<file path="src/rtl/ac_motor_pkg.sv">
// ac_motor_pkg: shared definitions for the AC motor run/stop sequencer.
//   POWER_W        width of the power command
//   motor_state_e  sequencer states; encodings are visible on the debug state port
//   DEF_*          default timing and slew parameters
package ac_motor_pkg;

    localparam int unsigned POWER_W = 12;

    typedef enum logic [2:0] {
        StIdle     = 3'd0,
        StArm      = 3'd1,
        StRamp     = 3'd2,
        StRun      = 3'd3,
        StRampDown = 3'd4,
        StDrain    = 3'd5,
        StFault    = 3'd6
    } motor_state_e;

    localparam int unsigned DEF_RAMP_DIV   = 1024;
    localparam int unsigned DEF_STEP       = 16;
    localparam int unsigned DEF_ARM_CYCLES = 256;
    localparam int unsigned DEF_OFF_CYCLES = 256;

endpackage

</file>
<file path="src/rtl/ac_motor_ramp_tick.sv">
// ac_motor_ramp_tick: ramp prescaler. Counts 0..RAMP_DIV-1 while run is high and
// flags tick in the cycle the count wraps.
//   clk   system clock
//   clear synchronous clear of the count (takes priority over run)
//   run   count enable
//   tick  one-cycle pulse on wrap
module ac_motor_ramp_tick
    import ac_motor_pkg::*;
#(
    parameter int unsigned RAMP_DIV = DEF_RAMP_DIV
) (
    input  logic clk,
    input  logic clear,
    input  logic run,
    output logic tick
);

    localparam int unsigned CNT_W = (RAMP_DIV > 1) ? $clog2(RAMP_DIV) : 1;
    localparam logic [CNT_W-1:0] CNT_MAX = CNT_W'(RAMP_DIV - 1);

    logic [CNT_W-1:0] cnt_q;

    // Combinational from the registered count so the consumer can gate it by its
    // own next-state decision without forming a loop through clear.
    assign tick = run && (cnt_q == CNT_MAX);

    always_ff @(posedge clk) begin
        if (clear) begin
            cnt_q <= '0;
        end else if (run) begin
            if (cnt_q == CNT_MAX) begin
                cnt_q <= '0;
            end else begin
                cnt_q <= cnt_q + CNT_W'(1);
            end
        end
    end

endmodule

</file>
<file path="src/rtl/ac_motor_sequencer.sv">
// ac_motor_sequencer: run/stop sequencer for the three-phase PWM chain.
// Arms the switch-delay gates, slews power toward the target, drains at zero
// power before disarming, and latches external faults into a gate-off state.
//   clk, reset          clock and synchronous active-high reset
//   run_req             1 = run, 0 = controlled stop
//   target_power        desired power while running
//   fault, fault_clear  external fault level and its acknowledge
//   power               power command to motor control (registered)
//   enable              shared gate enable (registered)
//   at_speed            high in RUN (registered)
//   fault_latched       high in FAULT (registered)
//   state               current state encoding for debug
module ac_motor_sequencer
    import ac_motor_pkg::*;
#(
    parameter int unsigned RAMP_DIV   = DEF_RAMP_DIV,
    parameter int unsigned STEP       = DEF_STEP,
    parameter int unsigned ARM_CYCLES = DEF_ARM_CYCLES,
    parameter int unsigned OFF_CYCLES = DEF_OFF_CYCLES
) (
    input  logic               clk,
    input  logic               reset,
    input  logic               run_req,
    input  logic [POWER_W-1:0] target_power,
    input  logic               fault,
    input  logic               fault_clear,
    output logic [POWER_W-1:0] power,
    output logic               enable,
    output logic               at_speed,
    output logic               fault_latched,
    output logic [2:0]         state
);

    localparam int unsigned DWELL_MAX = (ARM_CYCLES > OFF_CYCLES) ? ARM_CYCLES : OFF_CYCLES;
    localparam int unsigned DWELL_W   = $clog2(DWELL_MAX + 1);
    localparam logic [DWELL_W-1:0] ARM_LAST = DWELL_W'(ARM_CYCLES - 1);
    localparam logic [DWELL_W-1:0] OFF_LAST = DWELL_W'(OFF_CYCLES - 1);
    localparam logic [POWER_W:0]   STEP_X   = (POWER_W + 1)'(STEP);

    motor_state_e       state_q, state_d;
    logic [POWER_W-1:0] power_d;
    logic [DWELL_W-1:0] dwell_q, dwell_d;
    logic               tick;
    logic [POWER_W:0]   up_sum, down_diff, tgt_x;
    logic [POWER_W-1:0] ramp_next, drop_next;

    assign state = state_q;

    // Prescaler restarts from zero on every state change, so the first step after
    // entering RAMP or RAMP_DOWN always comes a full RAMP_DIV cycles later.
    ac_motor_ramp_tick #(
        .RAMP_DIV (RAMP_DIV)
    ) u_ramp_tick (
        .clk   (clk),
        .clear (reset || (state_d != state_q)),
        .run   ((state_q == StRamp) || (state_q == StRampDown)),
        .tick  (tick)
    );

    // One extra bit keeps the sum/difference from wrapping before the clamp.
    always_comb begin
        tgt_x     = {1'b0, target_power};
        up_sum    = {1'b0, power} + STEP_X;
        down_diff = {1'b0, power} - STEP_X;
        if (target_power > power) begin
            ramp_next = (up_sum >= tgt_x) ? target_power : up_sum[POWER_W-1:0];
        end else begin
            ramp_next = (down_diff[POWER_W] || (down_diff <= tgt_x)) ?
                        target_power : down_diff[POWER_W-1:0];
        end
        drop_next = down_diff[POWER_W] ? '0 : down_diff[POWER_W-1:0];
    end

    always_comb begin
        state_d = state_q;
        power_d = power;
        if (fault) begin
            state_d = StFault;
        end else begin
            unique case (state_q)
                StIdle: begin
                    if (run_req) state_d = StArm;
                end
                StArm: begin
                    if (!run_req)                state_d = StDrain;
                    else if (dwell_q == ARM_LAST) state_d = StRamp;
                end
                StRamp: begin
                    // A run_req drop wins over a coincident tick: no step is taken.
                    if (!run_req)                   state_d = StRampDown;
                    else if (power == target_power) state_d = StRun;
                    else if (tick)                  power_d = ramp_next;
                end
                StRun: begin
                    if (!run_req)                   state_d = StRampDown;
                    else if (power != target_power) state_d = StRamp;
                end
                StRampDown: begin
                    if (run_req)          state_d = StRamp;
                    else if (power == '0) state_d = StDrain;
                    else if (tick)        power_d = drop_next;
                end
                StDrain: begin
                    if (run_req)                  state_d = StRamp;
                    else if (dwell_q == OFF_LAST) state_d = StIdle;
                end
                StFault: begin
                    if (fault_clear && !run_req) state_d = StIdle;
                end
                default: state_d = StIdle;
            endcase
        end
        if (!((state_d == StRamp) || (state_d == StRun) || (state_d == StRampDown))) begin
            power_d = '0;
        end
    end

    always_comb begin
        if (state_d != state_q) begin
            dwell_d = '0;
        end else if ((state_q == StArm) || (state_q == StDrain)) begin
            dwell_d = dwell_q + DWELL_W'(1);
        end else begin
            dwell_d = '0;
        end
    end

    always_ff @(posedge clk) begin
        if (reset) begin
            state_q       <= StIdle;
            power         <= '0;
            enable        <= 1'b0;
            at_speed      <= 1'b0;
            fault_latched <= 1'b0;
            dwell_q       <= '0;
        end else begin
            state_q       <= state_d;
            power         <= power_d;
            enable        <= (state_d != StIdle) && (state_d != StFault);
            at_speed      <= (state_d == StRun);
            fault_latched <= (state_d == StFault);
            dwell_q       <= dwell_d;
        end
    end

endmodule

</file>
<file path="config.mk">
export PLATFORM = sky130hd
export DESIGN_NAME = ac_motor_sequencer
export DESIGN_NICKNAME = d
export VERILOG_FILES = /design/src/rtl/ac_motor_pkg.sv /design/src/rtl/ac_motor_ramp_tick.sv /design/src/rtl/ac_motor_sequencer.sv
export SDC_FILE = /design/constraint.sdc
export NUM_CORES = 1
export LEC_CHECK = 0
export ABC_AREA = 1
export CAP_MARGIN = 10
export CELL_PAD_IN_SITES_DETAIL_PLACEMENT = 0
export CELL_PAD_IN_SITES_GLOBAL_PLACEMENT = 2
export CORE_MARGIN = 1.5
export CORE_UTILIZATION = 32
export DETAILED_ROUTE_END_ITERATION = 8
export HOLD_SLACK_MARGIN = 0.1
export MAX_ROUTING_LAYER = met4
export PLACE_DENSITY_LB_ADDON = 0.05
export SLEW_MARGIN = 20
export SYNTH_ARGS = -nofsm -noshare
export SYNTH_HDL_FRONTEND = slang
export SYNTH_SLANG_ARGS = --single-unit
</file>
<file path="constraint.sdc">
create_clock -name clk -period 3.2 [get_ports clk]
set_input_delay 0.32 -clock clk [delete_from_list [all_inputs] [get_ports clk]]
set_output_delay 0.32 -clock clk [all_outputs]
set_load 0.01 [all_outputs]
</file>
=== Word level (Yosys, flattened, before mapping) ===
Index checks and enable logic that the tools add are counted.

* Add/sub/neg operators: 4
* Order comparisons: 3
* Equality and inequality tests: 22
* Muxes and demuxes: 26
* Bitwise operators: 3
* Reduce and logical (&&, ||, !) cells: 17

{| class="wikitable"
|+ Operators with widths
! cell !! count
|-
| 2-to-1 mux 12 bit || 10
|-
| 2-to-1 mux 3 bit || 13
|-
| case mux 12 bit (2 select lines) || 1
|-
| case mux 3 bit (7 select lines) || 1
|-
| == test 3 bit, second input constant || 5
|-
| adder 12 x 5 -> 13 bit, second input constant || 1
|-
| >= comparator 13 x 12 -> 1 bit || 1
|-
| less-or-equal comparator 13 x 12 -> 1 bit || 1
|-
| subtractor 12 x 5 -> 13 bit, second input constant || 1
|-
| == test 12 bit || 1
|-
| == test 3 x 2 -> 1 bit, second input constant || 4
|-
| greater-than comparator 12 bit || 1
|-
| logical NOT 12 bit || 1
|-
| inequality test 12 bit || 1
|-
| inequality test 2 bit, second input constant || 6
|-
| adder 10 x 1 -> 10 bit, second input constant || 1
|-
| == test 10 bit, second input constant || 1
|-
| 2-to-1 mux 10 bit || 1
|-
| adder 9 x 1 -> 9 bit, second input constant || 1
|-
| == test 9 x 8 -> 1 bit, second input constant || 1
|-
| AND reduction 8 bit || 1
|-
| logical OR 1 bit || 6
|-
| == test 3 x 1 -> 1 bit, second input constant || 1
|-
| logical AND 1 bit || 3
|-
| 9 further kinds || 11
|}

* Flip-flop bits (word level): 37
* Bits of input ports: 17
* Output and inout bits: 18
* Word-level logic and storage cells: 82

=== Longest topological paths before layout ===
Gate-level depths: netlist of run 1.

* Word-level depth: 10
* Mapped depth: 22
* Gate-level depth less buffers: 21

=== By module ===
Synthesis of run 1 repeated with hierarchy kept, for this count alone.

* Cells, all modules: 560
* Area, all modules: 3513.4 µm²

{| class="wikitable"
|+ By module, submodules not included
! module !! instances !! cells an instance !! area an instance (µm²) !! sequential area each (µm²)
|-
| ac_motor_sequencer || 1 || 491 || 3015.4 || 540.5
|-
| ac_motor_ramp_tick || 1 || 69 || 498.0 || 200.2
|}

=== Worst setup path after synthesis of run 1 ===
Ideal clock, no wire load.

* Kind: register to register
* From: register power[4]
* To: register power[0]
* Setup time: 0.117 ns
* Data arrival time: 2.566 ns
* Required time: 3.083 ns
* Setup slack: 0.517 ns
* Cell stages (with the launch flop): 20
* Path buffers: 0
* Clock period less this slack: 2.683 ns
* Cell sequence: dfxtp_1 > inv_1 > ha_1 > nand3_2 > xor2_1 > inv_1 > ha_1 > nand2_1 > nor2_1 > nand3_1 > nor2_1 > nand2_1 > nand2_2 > nand2_4 > nor2_1 > nor2_1 > nand3_1 > nand2_1 > nand2_1 > nor2_1

* Word-level cells in the longest chain between the ends: 10
* Elaborated cells on any way between the ends: 38
* Those cells by class: 2 x add/sub; 3 x order compare; 7 x eq/ne; 19 x mux; 1 x bitwise; 6 x reduce/logical

{| class="wikitable"
|+ RTL lines
! item !! line !! RTL
|-
| from (decl) || ac_motor_sequencer.sv:27 || <nowiki>output logic [POWER_W-1:0] power,</nowiki>
|-
| from (signal assigned) || ac_motor_sequencer.sv:138 || <nowiki>power <= power_d;</nowiki>
|-
| parallel branches: the longest is 10 deep, another holds subtractor 12 x 5 -> 13 bit || - ||
|}

Parallel ways; which one is timed is not known. The select of a mux whose other input is x is not followed.
A chain may end at the register's enable or synchronous reset.

=== Worst setup path in the final report of run 1 ===
* From: register power[5]
* To: register power[3]

The elaborated chain is that of the path after synthesis.

==> impl_metrics.ini, run 1 <==
[global_route]
grt_max_degree = 14
grt_pass1_wl_um = 16490
first_global_vias = 3316
antenna_found_initial = 0
grt.total_usage_pct = 19.24
grt_overflow_total = 0

[floorplan]
start_util_pct = 33.17
core_area_um2 = 10370
rows = 37
die_h_um = 106.7
die_w_um = 106.7
num_io_pins = 35
die-area_um2 = 11380

[drt]
drt_iter0_drc = 106
post-route-drc-count = 0
wl_per_cell_um = 14.01
viasPerCell = 4.634
vias = 3341
antenna_left = 0
firstDrtPassIters = 5
drt_wl_total_um = 10100

[clock_network]
cts_max_level = 2
cts_buffer_depth = 2
post_cts_buffers = 0
clkLatencyLatePin_ns = 0.30
cts_sinks = 37
cts_tree = yes
cts_resized = 0
root_buffer = clkbuf_8
cts-hold-fix-buffers = 0
clk_pin_slew_ns = 0.08
cts_buffers = 5

[synthesis]
ys.warnings.count = 0
synth-edff-count = 0
synth_seq_cells = 37
synthFlopType = dfxtp_1
ys_types = 36
avgSynthCellArea_um2 = 6.417
syn_area_um2 = 3440
synth_cells = 536
syn_nets = 590
ys_async_sr_fraction_pct = 0
ys_seq_area_share_pct = 21.54

[placement]
placedCellCount = 713
dp_hpwl_um = 8318
portBuffers = 34
gp_congestion = 0.8755

[worst_setup_path]
worstPathMaxFanout = 5
cp.required_ns = 3.39
startpoint_type = register
cp-end-kind = register
cp.buffers_inverters = 2
arrival_ns = 3.12
crit_type = reg -> reg
cp_slowest_cell = dfxtp_1
slowest_delay_ns = 0.44
crit_chain = inv_2, nor3_1, buf_4, nand3_1, nor2_1, xor2_1, ha_1, a21oi_1, nand3_1, nor2_4, and2_1, nand3_1, nand3_1, nand2_1, nand2_1, nor2_1
critPathMostFrequentCell = nand3_1
critPathTopFamily = simple AND/OR/NAND/NOR gates

[layout]
final_common_cell = nand2_1
nNetsFinal = 638
fin_cells = 721
layout-drive-gt1-share_pct = 11.45
insertedDiodeCount = 0
area.growth.synth_to_final_pct = 20.30
final_cell_mix = nand2_1 (133), inv_1 (83), nor2_1 (70)
fillCellCount = 1202

[sta]
finClkSkew_ns = 0.007529
rsz0062_at_grt = false
fin_crit_sh_pct = 91.61
hold_violations = 0
slew_headroom_pct = 58.23
finalSetupTns_ns = 0
period_needed_ns = 2.932
fmax_mhz = 341.1
finalSetupViolations = 0
tightest_slew_ns = 0.6242
drv_slew = 0

[run_status]
status = completed

[power_and_ir_drop]
power_per_cell_area_nw_per_um2 = 319.3
peakVddDrop_mv = 0.1575
p_leak_nw = 1.950

[hold_path]
min_path_type = reg -> reg

[run]
maxCapViolCount = 0
-- per-stage QoR --
step | total power, mW | hold WS [ns] | setup WS [ns] | instance area, um^2 | utilization [%]
2_1_floorplan | 0.7670 | 0.3924 | 0.5174 | 3440 | -
3_3_place_gp | 0.9061 | 0.4362 | 0.2313 | 4013 | 38.69
3_5_place_dp | 0.9036 | 0.4435 | 0.2175 | 4013 | 38.69
4_1_cts | 1.345 | 0.4672 | 0.1924 | 4128 | 39.80
5_1_grt | 1.411 | 0.4942 | 0.01673 | 4138 | 39.90
6_report | 1.321 | 0.4642 | 0.2684 | 4138 | 39.90
-- Yosys cell counts, types with 2 or more instances --
cell type / n / area (um^2)
nand2_2: 5 / 31.28
nand4_1: 17 / 106.4
xor2_1: 19 / 166.4
xnor2_1: 4 / 35.03
inv_1: 84 / 315.3
a21o_1: 2 / 15.01
buf_4: 2 / 15.01
o21ai_0: 6 / 30.03
nor2_2: 12 / 75.07
ha_1: 37 / 462.9
inv_2: 6 / 22.52
nor2_4: 3 / 33.78
nor3_1: 7 / 35.03
buf_2: 4 / 20.02
nand3_1: 49 / 245.2
nand3_4: 3 / 52.55
nand2_1: 133 / 499.2
a21oi_1: 11 / 55.05
nand3_2: 6 / 60.06
nand3b_1: 3 / 22.52
nor2_1: 72 / 270.3
dfxtp_1: 37 / 740.7
-- flip-flops by register name, indices dropped and copies added (netlist names) --
register / cells
u_ramp_tick.cnt_q: 10
fault_latched: 1
dwell_q: 9
state: 3
enable: 1
at_speed: 1
power: 12
-- power by group --
group	total, mW	internal [mW]	switching, mW
Clock	0.429	0.233	0.195
Combinational	0.405	0.150	0.256
Sequential	0.488	0.470	0.0172
-- kinds of logic (layout without fill, tap and decap cells) --
| kind of cell | Yosys count | after routing | share of synthesized area (%) |
|---|---|---|---|
| simple gates | 317 | 317 | 43.58 |
| flops | 37 | 37 | 21.54 |
| compound gates | 25 | 25 | 4.547 |
| fa+ha+maj | 37 | 37 | 13.46 |
| buf+inv | 97 | 146 | 11.02 |
| xor+xnor | 23 | 23 | 5.857 |
-- worst paths after layout --
kind / start / endpoint / slack (ns) / cells after the start
worst max-delay path: power[5] / power[3] / 0.27 / 16
worst min-delay path: dwell_q[0] / dwell_q[0] / 0.46 / 1
worst min register to register: dwell_q[0] / dwell_q[0] / 0.46 / 1
worst max register to register: power[5] / power[3] / 0.27 / 16
-- routing by layer --
layer | track usage (%) | wire length (um)
met1 | 22.44 | 4581
met2 | 35.21 | 5227
met3 | 2.371 | 194
met4 | 4.286 | 97
met5 | - | 0
-- final cells by class --
class	count	area (um^2)	share of cell area, %
Tap cell	136	170.2	4.112
Multi-Input combinational cell	402	2330	56.30
Timing Repair Buffer	47	437.9	10.58
Inverter	91	344.1	8.316
Clock inverter	3	46.29	1.119
Clock buffer	5	68.82	1.663
Sequential cell	37	740.7	17.90
No activity file was read; power rests on OpenSTA's default activity.
==> run 2: changes to the inputs <==
MAX_ROUTING_LAYER = default   (was met4)
==> run 2 against run 1 <==
  * Combinational power about the same
  * Count of clock-buffer cells in the layout stayed put
  * Sequential share of layout area did not move
  * Die area unchanged
  * Clock power barely moved
  * Clock skew hardly changed
  * Non-clock buffer count unchanged
  * Cell area did not move
  * First-iteration DRC count increased by 3.8%
  * Highest routed layer unchanged
==> impl_metrics.ini, run 2 (same netlist as run 1, synthesis figures left out) <==
[global_route]
grt_max_degree = 14
grt.total_usage_pct = 18.70
use_met1_pct = 22.36
first_global_vias = 3317
grt_overflow_total = 0
grt_pass1_wl_um = 16490
met3_usage_pct = 2.371
busiest_layer = met2
antenna_found_initial = 0
use_met2_pct = 35.21

[floorplan]
die-area_um2 = 11380
rows = 37
start_util_pct = 33.17
die_w_um = 106.7
core_area_um2 = 10370
num_io_pins = 35
die_h_um = 106.7

[power_and_ir_drop]
peakVddDrop_mv = 0.1575
internal_power_uw = 853.3
p_sw_uw = 468.1
power_frac_comb_pct = 30.7
power_frac_clock_pct = 32.4
switching_share_pct = 35.42
power_per_cell_area_nw_per_um2 = 319.3
power_frac_seq_pct = 36.9
p_leak_nw = 1.950
p_total_mw = 1.321

[layout]
area.growth.synth_to_final_pct = 20.30
largest_register_ffs = 12
top_register = power
multi_input_area_um2 = 2330
fin_cells = 721
final_core_util_pct = 39.90
top_regs = power x12, u_ramp_tick.cnt_q x10, dwell_q x9
nNetsFinal = 638
final_cell_mix = nand2_1 (133), inv_1 (83), nor2_1 (70)
layout-drive-gt1-share_pct = 11.45
insertedDiodeCount = 0
final_common_cell = nand2_1
seq_area_um2 = 740.7
fillCellCount = 1202
design_area_um2 = 4138

[run_status]
status = completed

[sta]
finalSetupViolations = 0
tightest_slew_ns = 0.6451
fmax_mhz = 341.0
fin_crit_sh_pct = 91.63
finalSetupTns_ns = 0
drv_slew = 0
period_needed_ns = 2.932
slew_headroom_pct = 56.83
hold_violations = 0
rsz0062_at_grt = false
finClkSkew_ns = 0.007464

[worst_setup_path]
startpoint_type = register
worstPathMaxFanout = 5
cp.required_ns = 3.39
arrival_ns = 3.12
cp-end-kind = register
crit_type = reg -> reg

[drt]
antenna_left = 0
drt_wl_total_um = 10100
vias = 3362
wl_per_cell_um = 14.00
drt_iter0_drc = 110
post-route-drc-count = 0
viasPerCell = 4.663
firstDrtPassIters = 5

[clock_network]
cts_sinks = 37
cts_max_level = 2
cts_tree = yes
cts_buffer_depth = 2
cts-hold-fix-buffers = 0
clk_pin_slew_ns = 0.08
cts_buffers = 5
post_cts_buffers = 0
clkLatencyLatePin_ns = 0.30
root_buffer = clkbuf_8

[placement]
placed_area_um2 = 4013
gp_congestion = 0.8616
placedCellCount = 713
dp_hpwl_um = 8318
portBuffers = 34

[run]
maxCapViolCount = 0

[hold_path]
min_path_type = reg -> reg
[run 2: cell counts in the layout (fill, tap and decap cells not counted)]
No cell type changed its count.
[run 2: through the flow]
step	setup WS (ns)	hold WS (ns)
after CTS	0.1924	0.4672
final	0.2678	0.4641
after global placement	0.2313	0.4362
after global routing	0.01673	0.4942
after floorplan	0.5174	0.3924
after detailed placement	0.2175	0.4435
[run 2: path summary, 6_finish.rpt]
| kind | start | endpoint | slack, ns | depth (start not counted) |
|---|---|---|---|---|
| max | power[5] | power[3] | 0.27 | 16 |
| min reg2reg | dwell_q[0] | dwell_q[0] | 0.46 | 1 |
| min | dwell_q[0] | dwell_q[0] | 0.46 | 1 |
| max reg2reg | power[5] | power[3] | 0.27 | 16 |
[run 2: repair_timing]
item / 4_1_cts / 5_1_grt
resized for setup: 0 / 4
endpoints found under the hold margin: 0 / 0
endpoints found under the setup margin: 0 / 7
[run 2: critical path, stage by stage, from the launching register on]
cell and delay, ns:
dfxtp_1 0.44, inv_2 0.10, nor3_1 0.23, buf_4 0.16
nand3_1 0.10, nor2_1 0.14, xor2_1 0.23, ha_1 0.31
a21oi_1 0.16, nand3_1 0.15, nor2_4 0.20, and2_1 0.15
nand3_1 0.10, nand3_1 0.18, nand2_1 0.07, nand2_1 0.06
nor2_1 0.03
[run 2: routing by layer]
metal  routed length (um)  vias to the layer above
met5                    0                        -
met4                   96                        0
met1                 4568                     1532
li1                     -                     1784
met2                 5202                       40
met3                  228                        6
[run 2: power by group through the flow]
stage                     Combinational, mW  Clock, mW  Sequential (mW)
final                                 0.405      0.428            0.488
after global routing                  0.460      0.461            0.490
after floorplan                       0.273          0            0.494
after detailed placement              0.405          0            0.498
after global placement                0.408          0            0.499
after CTS                             0.408      0.449            0.488
[run 2: final cells by class]
cell class	count	area share, %
multi-input cells	402	56.30
flip-flops and latches	37	17.90
repair buffers	47	10.58
inverters	91	8.316
well taps	136	4.112
clock buffers	5	1.663
clock inverters	3	1.119
